[config.mk]
export PLATFORM = sky130hd
export DESIGN_NAME = mul_xxbit_shift_unit
export DESIGN_NICKNAME = d
export VERILOG_FILES = /design/src/rtl/mul_xxbit_shift_unit.sv
export SDC_FILE = /design/constraint.sdc
export NUM_CORES = 1
export LEC_CHECK = 0
export ABC_CLOCK_PERIOD_IN_PS = 4100
export BUFFER_PORTS_ARGS = -buffer_cell sky130_fd_sc_hd__clkbuf_2
export CORE_MARGIN = 2
export CORE_UTILIZATION = 52
export CTS_CLUSTER_DIAMETER = 60
export DETAILED_ROUTE_END_ITERATION = 6
export PLACE_DENSITY = 0.69
export SYNTH_ARGS = -nofsm -noshare
export SYNTH_HDL_FRONTEND = slang
export SYNTH_SLANG_ARGS = --single-unit
[constraint.sdc]
create_clock -name i_clk -period 4.1 [get_ports i_clk]
set_input_delay 0.205 -clock i_clk [delete_from_list [all_inputs] [get_ports i_clk]]
set_output_delay 0.205 -clock i_clk [all_outputs]
set_load 0.005 [all_outputs]
[src/rtl/mul_xxbit_shift_unit.sv]
// Sequential shift-and-add multiplier, one multiplier bit per clock; product valid DATA_WIDTH+1 edges after reset release.
// Define MUL_XXBIT_SHIFT_SIGNED_EN for two's-complement operands (magnitude multiply, sign fixed up on entry to DONE).
module mul_xxbit_shift_unit #(
  parameter int DATA_WIDTH = 4
) (
  input  logic                      i_clk,
  input  logic                      i_rst,
  input  logic [DATA_WIDTH-1:0]     i_num_a,
  input  logic [DATA_WIDTH-1:0]     i_num_b,
  output logic                      o_end,
  output logic [2*DATA_WIDTH-1:0]   o_res
);

  localparam int RES_W = 2 * DATA_WIDTH;
  localparam int CNT_W = $clog2(DATA_WIDTH);
  localparam logic [CNT_W-1:0] CNT_LAST = CNT_W'(DATA_WIDTH - 1);

  typedef enum logic [1:0] {
    S_LOAD,
    S_CALC,
    S_DONE
  } state_t;

  state_t                state, state_nx;
  logic [RES_W-1:0]      mcand, mcand_nx;
  logic [RES_W-1:0]      acc, acc_nx;
  logic [RES_W-1:0]      sum, final_res;
  logic [RES_W-1:0]      res_nx;
  logic [DATA_WIDTH-1:0] mplier, mplier_nx;
  logic [DATA_WIDTH-1:0] mag_a, mag_b;
  logic [CNT_W-1:0]      cnt, cnt_nx;
  logic                  end_nx;

`ifdef MUL_XXBIT_SHIFT_SIGNED_EN
  logic sign, sign_nx;

  // Most-negative operand negates to itself, which read unsigned is the correct magnitude.
  assign mag_a     = i_num_a[DATA_WIDTH-1] ? (~i_num_a + 1'b1) : i_num_a;
  assign mag_b     = i_num_b[DATA_WIDTH-1] ? (~i_num_b + 1'b1) : i_num_b;
  assign final_res = sign ? (~sum + 1'b1) : sum;
`else
  assign mag_a     = i_num_a;
  assign mag_b     = i_num_b;
  assign final_res = sum;
`endif

  assign sum = mplier[0] ? (acc + mcand) : acc;

  always_ff @(posedge i_clk or posedge i_rst) begin
    if (i_rst) begin
      state  <= S_LOAD;
      mcand  <= '0;
      mplier <= '0;
      acc    <= '0;
      cnt    <= '0;
      o_end  <= 1'b0;
      o_res  <= '0;
`ifdef MUL_XXBIT_SHIFT_SIGNED_EN
      sign   <= 1'b0;
`endif
    end else begin
      state  <= state_nx;
      mcand  <= mcand_nx;
      mplier <= mplier_nx;
      acc    <= acc_nx;
      cnt    <= cnt_nx;
      o_end  <= end_nx;
      o_res  <= res_nx;
`ifdef MUL_XXBIT_SHIFT_SIGNED_EN
      sign   <= sign_nx;
`endif
    end
  end

  always_comb begin
    state_nx  = state;
    mcand_nx  = mcand;
    mplier_nx = mplier;
    acc_nx    = acc;
    cnt_nx    = cnt;
    end_nx    = o_end;
    res_nx    = o_res;
`ifdef MUL_XXBIT_SHIFT_SIGNED_EN
    sign_nx   = sign;
`endif
    case (state)
      S_LOAD: begin
        mcand_nx  = {{DATA_WIDTH{1'b0}}, mag_a};
        mplier_nx = mag_b;
        acc_nx    = '0;
        cnt_nx    = '0;
`ifdef MUL_XXBIT_SHIFT_SIGNED_EN
        sign_nx   = i_num_a[DATA_WIDTH-1] ^ i_num_b[DATA_WIDTH-1];
`endif
        state_nx  = S_CALC;
      end
      S_CALC: begin
        acc_nx    = sum;
        mcand_nx  = mcand << 1;
        mplier_nx = mplier >> 1;
        cnt_nx    = cnt + CNT_W'(1);
        // Outputs are registered on the last CALC edge so they are valid right after it.
        if (cnt == CNT_LAST) begin
          acc_nx   = final_res;
          res_nx   = final_res;
          end_nx   = 1'b1;
          state_nx = S_DONE;
        end
      end
      S_DONE: begin
      end
      default: begin
        state_nx = S_LOAD;
      end
    endcase
  end

endmodule

* After elaboration in Yosys (flattened, before gate mapping) *
Index checks and enable logic that the tools add are counted.

cells by class
  divide/modulo/power cells = 0
  reductions and logical operators = 4
  order comparisons = 0
  bitwise operators = 1
  add/subtract/negate cells = 2
  equality and inequality tests = 4
  $mul = 0
  mux-type cells = 7
  shift-type cells = 0

operator list
  kind                   number
  $pmux W8 S2            2
  $add A8 B8 Y8          1
  $mux W8                1
  $pmux W4 S2            1
  $pmux W2 S3            1
  $eq A2 B2 Y1 const B   2
  $pmux W2 S2            1
  $reduce_and A2 Y1      2
  $add A2 B1 Y2 const B  1
  $eq A2 B1 Y1 const B   1
  $logic_not A2 Y1       1
  $mux W2                1
  $ne A2 B2 Y1 const B   1
  $reduce_bool A2 Y1     1
  $not A1 Y1             1

word-level totals
  bits in latches = 0
  input bits = 10
  memory bits (read-only) = 0
  word-level logic and storage cells = 25
  RAM bits = 0
  memories = 0
  register bits = 33
  output and inout port bits = 9

* Longest topological paths before layout *
Gate-level depths: netlist of the first run.

  depth after elaboration = 3
  mapped depth = 7
  gate-level depth less buffers = 7

* Worst setup path before layout of the first run *
Ideal clock, no wire load.

  kind = register to register
  from = reg mcand[0]
  to = reg acc[6]
  period minus slack after synthesis = 2.022 ns
  required time = 3.962 ns
  buffers on the path = 0
  arrival = 1.883 ns
  path slack = 2.078 ns
  stages on the path, launching flop included = 8
  setup time = 0.138 ns
  cells stage by stage = dfrtp_1 ha_1 fa_1 a211oi_1 o21bai_1 a21oi_1 mux2i_1 o211ai_1

between the ends
  word-level cells in the longest chain between the ends = 3

RTL lines
  element                 line  text
  from (decl)             25    logic [RES_W-1:0] mcand, mcand_nx;
  from (signal assigned)  63    mcand <= mcand_nx;
  $add A8 B8 Y8           47    assign sum = mplier[0] ? (acc + mcand) : acc;
  $mux W8                 47
  $pmux W8 S2             86    case (state)
  to (signal assigned)    65    acc <= acc_nx;
  to (decl)               26    logic [RES_W-1:0] acc, acc_nx;

Every way passes these cells.
A chain may end at the register's enable or synchronous reset.

* Final worst setup path of the first run *
Ends and elaborated chain as after synthesis.

==> results of run 1 <==
-- power groups by stage --
stage               logic, uW  registers, uW  clock network (uW)
floorplan                75.9            375                   0
global placement          106            378                   0
detailed placement        110            380                   0
CTS                       111            374                 177
global route              127            377                 193
finish                    110            373                 172
-- Yosys cell counts (all sizes together) --
cell type,number,area share (%)
o221ai,1,0.51
a22o,4,2.0
or3,1,0.65
o211ai,2,0.87
dfrtp,33,48
mux2i,8,4.6
nand2b,6,2.2
buf,2,0.58
nor3b,2,0.87
nand4,2,0.73
clkbuf,7,1.5
xor2,3,1.5
a21oi,9,2.8
ha,8,5.8
nand2,35,7.6
a211o,2,1.0
and2,1,0.36
nor2b,3,1.1
o21ai,25,7.3
fa,1,1.2
nand3,3,0.87
a211oi,1,0.44
a31oi,7,2.5
a21o,2,0.94
inv,6,1.3
o21bai,1,0.44
nor2,11,2.4
-- cells by family (layout without fill, tap and decap cells) --
group,count (synthesis),count (layout),share of synthesized area (%)
AO/OA/AOI/OAI,54,54,18.9
XOR/XNOR,3,3,1.52
adder cells (fa/ha/maj),9,9,6.96
buffers and inverters,15,34,3.41
flip-flops,33,33,47.9
multiplexers,8,8,4.64
AND/OR/NAND/NOR,64,64,16.8
-- cell type report --
class | count | area [um2]
inverter | 6 | 22.5
sequential | 33 | 826
fill | 282 | 1200
multi-input combinational | 138 | 841
clock buffer | 8 | 48.8
tap | 44 | 55.1
timing repair buffer | 20 | 108
-- state kept, by name, indices dropped and copies added (netlist names) --
register  cells
acc           8
cnt           2
mcand         8
mplier        4
o_end         1
o_res         8
state         2
-- worst max-delay path by stage --
| stage | endpoint | depth (start not counted) |
|---|---|---|
| 2_1_floorplan | acc[6] | 7 |
| 3_3_place_gp | acc[6] | 7 |
| 3_5_place_dp | acc[6] | 7 |
| 4_1_cts | acc[6] | 7 |
| 5_1_grt | acc[6] | 7 |
| 6_report | acc[6] | 7 |
-- metrics by stage --
stage	area [um2]	setup WS, ps	cells
after floorplan	1730	2080	186
after global placement	1840	1970	240
after detailed placement	1840	1890	240
after CTS	1900	1880	249
after global routing	1900	1690	249
final	1900	1870	249
-- cell usage in the layout (no fill, tap or decap), types with 4 or more instances in the layout --
| master | count |
|---|---|
| a21oi_1 | 8 |
| a22o_1 | 4 |
| a31oi_1 | 7 |
| clkbuf_2 | 18 |
| clkbuf_4 | 5 |
| dfrtp_1 | 33 |
| ha_1 | 8 |
| inv_1 | 6 |
| mux2i_1 | 8 |
| nand2_1 | 35 |
| nand2b_1 | 6 |
| nor2_1 | 11 |
| o21ai_0 | 25 |
-- routing by layer --
metal  wire (um)  GRT usage [%]
met1        1560           29.2
met2        1640           35.6
met3         171           5.88
met4          30           5.17
met5           0              0
==> metrics.csv, run 1 <==
stage;metric;value;unit
outcome;status;complete, no violations;
hold_path;hold_start;i_num_a[0];
clock_network;ctsLongestPathBuffers;2;
critical_path;crit_path_start_kind;flop;
critical_path;r2r_cells;7;
logic_synthesis;syn_area_per_cell;9.28;um2
critical_path;r2r_end;acc[6];
critical_path;path_cells;ha_1, fa_1, a211oi_1, o21bai_1, a21oi_1, mux2i_1, o211ai_1;
power_and_ir_drop;comb_power_share;16.8;%
finish;layout.nets;223;
global_routing;grt_pass1_vias;1309;
critical_path;cp_data_arrival_time;2430;ps
route;wl_per_cell;13.7;um
timing;tightest_slew;1020;ps
timing;fmax;0.449;GHz
power_and_ir_drop;peakVddDrop;0.235;mV
timing;hold_ws;77.2;ps
floorplanning;die_h;61.6;um
hold_path;hold_class;primary input to flop;
power_and_ir_drop;p_int;471;uW
clock_network;cts_buffers;5;
critical_path;end_kind;flop;
global_routing;grt_start_max_net_pins;38;
logic_synthesis;yosysWarnings;0;
critical_path;required;4300;ps
timing;period_needed;2230;ps
finish;diodes;0;
clock_network;cts_setup_buffers;0;
logic_synthesis;synth_cells;186;
logic_synthesis;synth.distinct_cells;29;
timing;max_slew_margin;32.0;%
clock_network;tritoncts;yes;
power_and_ir_drop;clockPowerShare;26.2;%
placement;post-dp-hpwl;2.42;mm
route;vias_per_cell;5.52;
power_and_ir_drop;power_density;345;nW/um2
critical_path;r2r_slack;1870;ps
timing;fin_setup_tns;0;ps
power_and_ir_drop;p_sw_share;28.0;%
route;drt-total-wl;3.41;mm
floorplanning;io_pins;19;
critical_path;slowest_delay;420;ps
timing;final_max_slew_viol_count;0;
hold_path;holdPathStages;2;
global_routing;grt_pass1_wl;6.04;mm
timing;finalHoldViolations;0;
power_and_ir_drop;seqPwrFrac;57.0;%
critical_path;worstReg2RegStart;mcand[0];
floorplanning;die-area;3790;um2
floorplanning;coreArea;3100;um2
floorplanning;initial_core_util;55.6;%
finish;area_delta_synth_final;10.2;%
route;drc_errors;0;
route;routed-via-count;1374;
logic_synthesis;syn_area;1730;um2
global_routing;grt_usage;21.9;%
critical_path;cp_top_family;compound AO/OA/AOI/OAI gates;
critical_path;path_class;flop to flop;
clock_network;cts.clk_slew.worst_paths;90;ps
logic_synthesis;ys_seq_elements;33;
critical_path;startpoint;mcand[0];
finish;final_util;61.3;%
global_routing;gr-total-overflow;0;
placement;place_congestion;0.816;
critical_path;cp_slowest_cell;fa_1;
clock_network;cts_resized;0;
route;drt_iter0_markers;66;
logic_synthesis;synth_nets;205;
clock_network;hold_buffers;1;
hold_path;hold_end;mcand[0];
power_and_ir_drop;p_leak;0.000882;uW
route;drtPass1Iterations;4;
floorplanning;num_rows;20;
clock_network;insertion_delay;330;ps
global_routing;antenna_found_initial;0;
placement;io_buffer_count;18;
clock_network;ctsHtreeMaxLevel;2;
clock_network;root_buffer;clkbuf_4;
critical_path;critical_path_peak_fanout;3;
power_and_ir_drop;p_sw;183;uW
timing;period_share;54.4;%
timing;finalSetupViolCount;0;
flow_run;maxCapViolCount;0;
timing;rsz0062_at_grt;no;
timing;fin_worst_skew;5.82;ps
clock_network;clock-sinks;33;
finish;layout-drive-gt1-share;13.2;%
critical_path;crit_buf_inv;0;
logic_synthesis;yosysSeqAreaShare;47.9;%
floorplanning;die_x;61.6;um
power_and_ir_drop;total_power;655;uW
route;ant_nets;0;
Power figures use the tool's default switching activity.
==> run 2, diff against run 1 <==
Settings changed: ABC_CLOCK_PERIOD_IN_PS 4100 to 1900, PLACE_DENSITY 0.69 to 0.72.
Clock period 4.1 ns to 1.9 ns, I/O delays scaled along.
==> run 2 against run 1 <==
Compared with the run above:
- the run now ends with negative setup slack left
- register-to-register slack lost 1900 ps
- die area is the same
- first-iteration DRC count shrank 1.5%
- clock-buffer cell count is the same
- clock power grew 120%
- critical endpoint unchanged
- fmax grew 14%
- cell count grew 8.8%
- hold slack lost 28 ps
==> metrics.csv, run 2 (synthesis results as in run 1) <==
stage;metric;value;unit;change
global_routing;antenna_found_initial;0;;unchanged
critical_path;path_class;flop to flop;;
timing;finalHoldViolations;0;;unchanged
outcome;status;finished with violations;;
power_and_ir_drop;comb_power_share;20.3;%;+3.5 points
timing;period_share;103;%;+49 points
critical_path;required;2110;ps;-2190 ps
route;routed-via-count;1505;;+9.5%
global_routing;grt_pass1_wl;6.62;mm;+9.6%
critical_path;r2r_cells;7;;unchanged
critical_path;endpoint;acc[6];;
finish;final_cell_mix;nand2_1, dfrtp_1, o21ai_0, buf_4, clkbuf_2;;
timing;rsz0062_at_grt;yes;;
floorplanning;num_rows;20;;unchanged
finish;final_util;68.6;%;+7.3 points
route;vias_per_cell;5.55;;+0.64%
critical_path;worstReg2RegStart;mcand[0];;
finish;layout-drive-gt1-share;24.7;%;+11 points
placement;post-dp-hpwl;2.68;mm;+10%
floorplanning;initial_core_util;55.6;%;unchanged
clock_network;clock-sinks;33;;unchanged
timing;fin_worst_skew;12.1;ps;+6.25 ps
route;drt-total-wl;4.03;mm;+18%
finish;reg_top3;acc x8, mcand x8, o_res x8;;
critical_path;crit_path_start_kind;flop;;
finish;n_fill_cell;263;;-6.7%
route;drt_iter0_markers;65;;-1.5%
timing;tightest_slew;446;ps;-574 ps
power_and_ir_drop;p_sw;431;uW;+140%
critical_path;r2r_slack;-60;ps;-1930 ps
route;drtPass1Iterations;4;;unchanged
placement;place_congestion;0.883;;+8.3%
floorplanning;die_h;61.6;um;unchanged
global_routing;gr-total-overflow;0;;unchanged
power_and_ir_drop;clockPowerShare;25.5;%;-0.7 points
timing;finalSetupViolCount;3;;+3
power_and_ir_drop;p_leak;0.000983;uW;+11%
timing;max_slew_margin;70.3;%;+38 points
floorplanning;io_pins;19;;unchanged
placement;io_buffer_count;18;;unchanged
critical_path;r2r_end;acc[6];;
critical_path;end_kind;flop;;
clock_network;cts_buffers;5;;unchanged
hold_path;hold_class;primary input to flop;;
timing;setup_ws;-61.4;ps;-1930 ps
clock_network;cts.clk_slew.worst_paths;100;ps;about the same
clock_network;ctsLongestPathBuffers;2;;unchanged
power_and_ir_drop;seqPwrFrac;54.1;%;-2.9 points
power_and_ir_drop;peakVddDrop;0.413;mV;+76%
outcome;violations;negative setup slack;;
global_routing;grt_pass1_vias;1445;;+10%
clock_network;root_buffer;clkbuf_4;;
power_and_ir_drop;power_density;705;nW/um2;+100%
critical_path;startpoint;mcand[0];;
global_routing;grt_usage;24.4;%;+2.5 points
finish;layout.cells.most_common;nand2_1;;
timing;final_max_slew_viol_count;0;;unchanged
critical_path;critical_path_peak_fanout;3;;unchanged
timing;period_needed;1960;ps;-268 ps
finish;area_delta_synth_final;23.4;%;
route;drc_errors;0;;unchanged
timing;fmax;0.510;GHz;+14%
critical_path;cp_data_arrival_time;2180;ps;-250 ps
power_and_ir_drop;p_sw_share;28.8;%;+0.77 points
clock_network;ctsHtreeMaxLevel;2;;unchanged
floorplanning;coreArea;3100;um2;unchanged
floorplanning;die-area;3790;um2;unchanged
floorplanning;die_x;61.6;um;unchanged
global_routing;grt_start_max_net_pins;34;;-11%
power_and_ir_drop;p_int;1070;uW;+130%
finish;diodes;0;;unchanged
flow_run;maxCapViolCount;0;;unchanged
placement;pre_cts_slack;-52.0;ps;-1950 ps
route;ant_nets;0;;unchanged
finish;layout.nets;245;;+9.9%
clock_network;insertion_delay;330;ps;about the same
clock_network;tritoncts;yes;;
route;wl_per_cell;14.9;um;+8.7%
run 2: changes by cell type in the layout (fill, tap and decap cells not counted):
cell / before / now
a211oi_1: 1 / 0
a211oi_2: 0 / 1
a21oi_1: 8 / 6
a21oi_2: 1 / 3
buf_4: 1 / 21
dlygate4sd3_1: 1 / 3
fa_1: 1 / 0
fa_2: 0 / 1
ha_1: 8 / 3
ha_2: 0 / 2
ha_4: 0 / 3
o21ai_0: 25 / 24
o21ai_1: 0 / 1
run 2: power groups by stage:
stage,registers (uW),logic [uW],clock network [uW]
after floorplan,809,169,0
after global placement,813,253,0
after detailed placement,819,261,0
after CTS,805,273,388
after global routing,821,338,429
final,812,305,383
run 2: area by class of cell:
cell class	instances	area (um2)	share of cell area, %
clock buffers	8	48.8	2.29
well taps	44	55.1	2.59
repair buffers	42	278	13.1
multi-input cells	138	898	42.2
inverters	6	22.5	1.06
flip-flops and latches	33	826	38.8
run 2: critical path, stage by stage, from the launching register on:
cell      delay, ps
dfrtp_1         410
ha_2            200
fa_2            370
a211oi_2        230
o21bai_1        130
a21oi_2         200
mux2i_1         200
o211ai_1        100
run 2: timing repair:
action / 4_1_cts / 5_1_grt
hold buffers: 3 / 0
cloned: 0 / 0
endpoints found under the setup margin: 6 / 6
hold endpoints to repair: 35 / 0
setup buffers: 3 / 4
resized for setup: 2 / 3
pin swaps: 4 / 9
run 2: how the worst min path moves through the flow:
stage	from	end	slack (ps)	cells past startpoint
CTS	i_num_a[2]	mcand[2]	40	3
floorplan	i_rst	acc[0]	220	1
global route	i_num_a[3]	mcand[3]	70	3
finish	i_num_a[2]	mcand[2]	50	3
detailed placement	i_rst	mplier[1]	200	3
global placement	i_rst	mplier[3]	180	3
run 2: through the flow:
| step | TNS (ps) | cells | area [um2] | hold slack (ps) | power, uW |
|---|---|---|---|---|---|
| after floorplan | 0 | 186 | 1740 | 223 | 977 |
| after global placement | -11.3 | 253 | 1950 | 180 | 1070 |
| after detailed placement | -137 | 253 | 1950 | 202 | 1080 |
| after CTS | -67.4 | 267 | 2060 | 42.6 | 1470 |
| after global routing | -594 | 271 | 2130 | 69.9 | 1590 |
| final | -141 | 271 | 2130 | 49.0 | 1500 |
run 2: per-layer routing:
metal,wire [um],vias up,GRT usage [%]
met2,2000,43,40.0
met5,0,-,0
met1,1790,727,31.8
met3,183,6,5.25
met4,59,0,8.81
li1,-,729,-
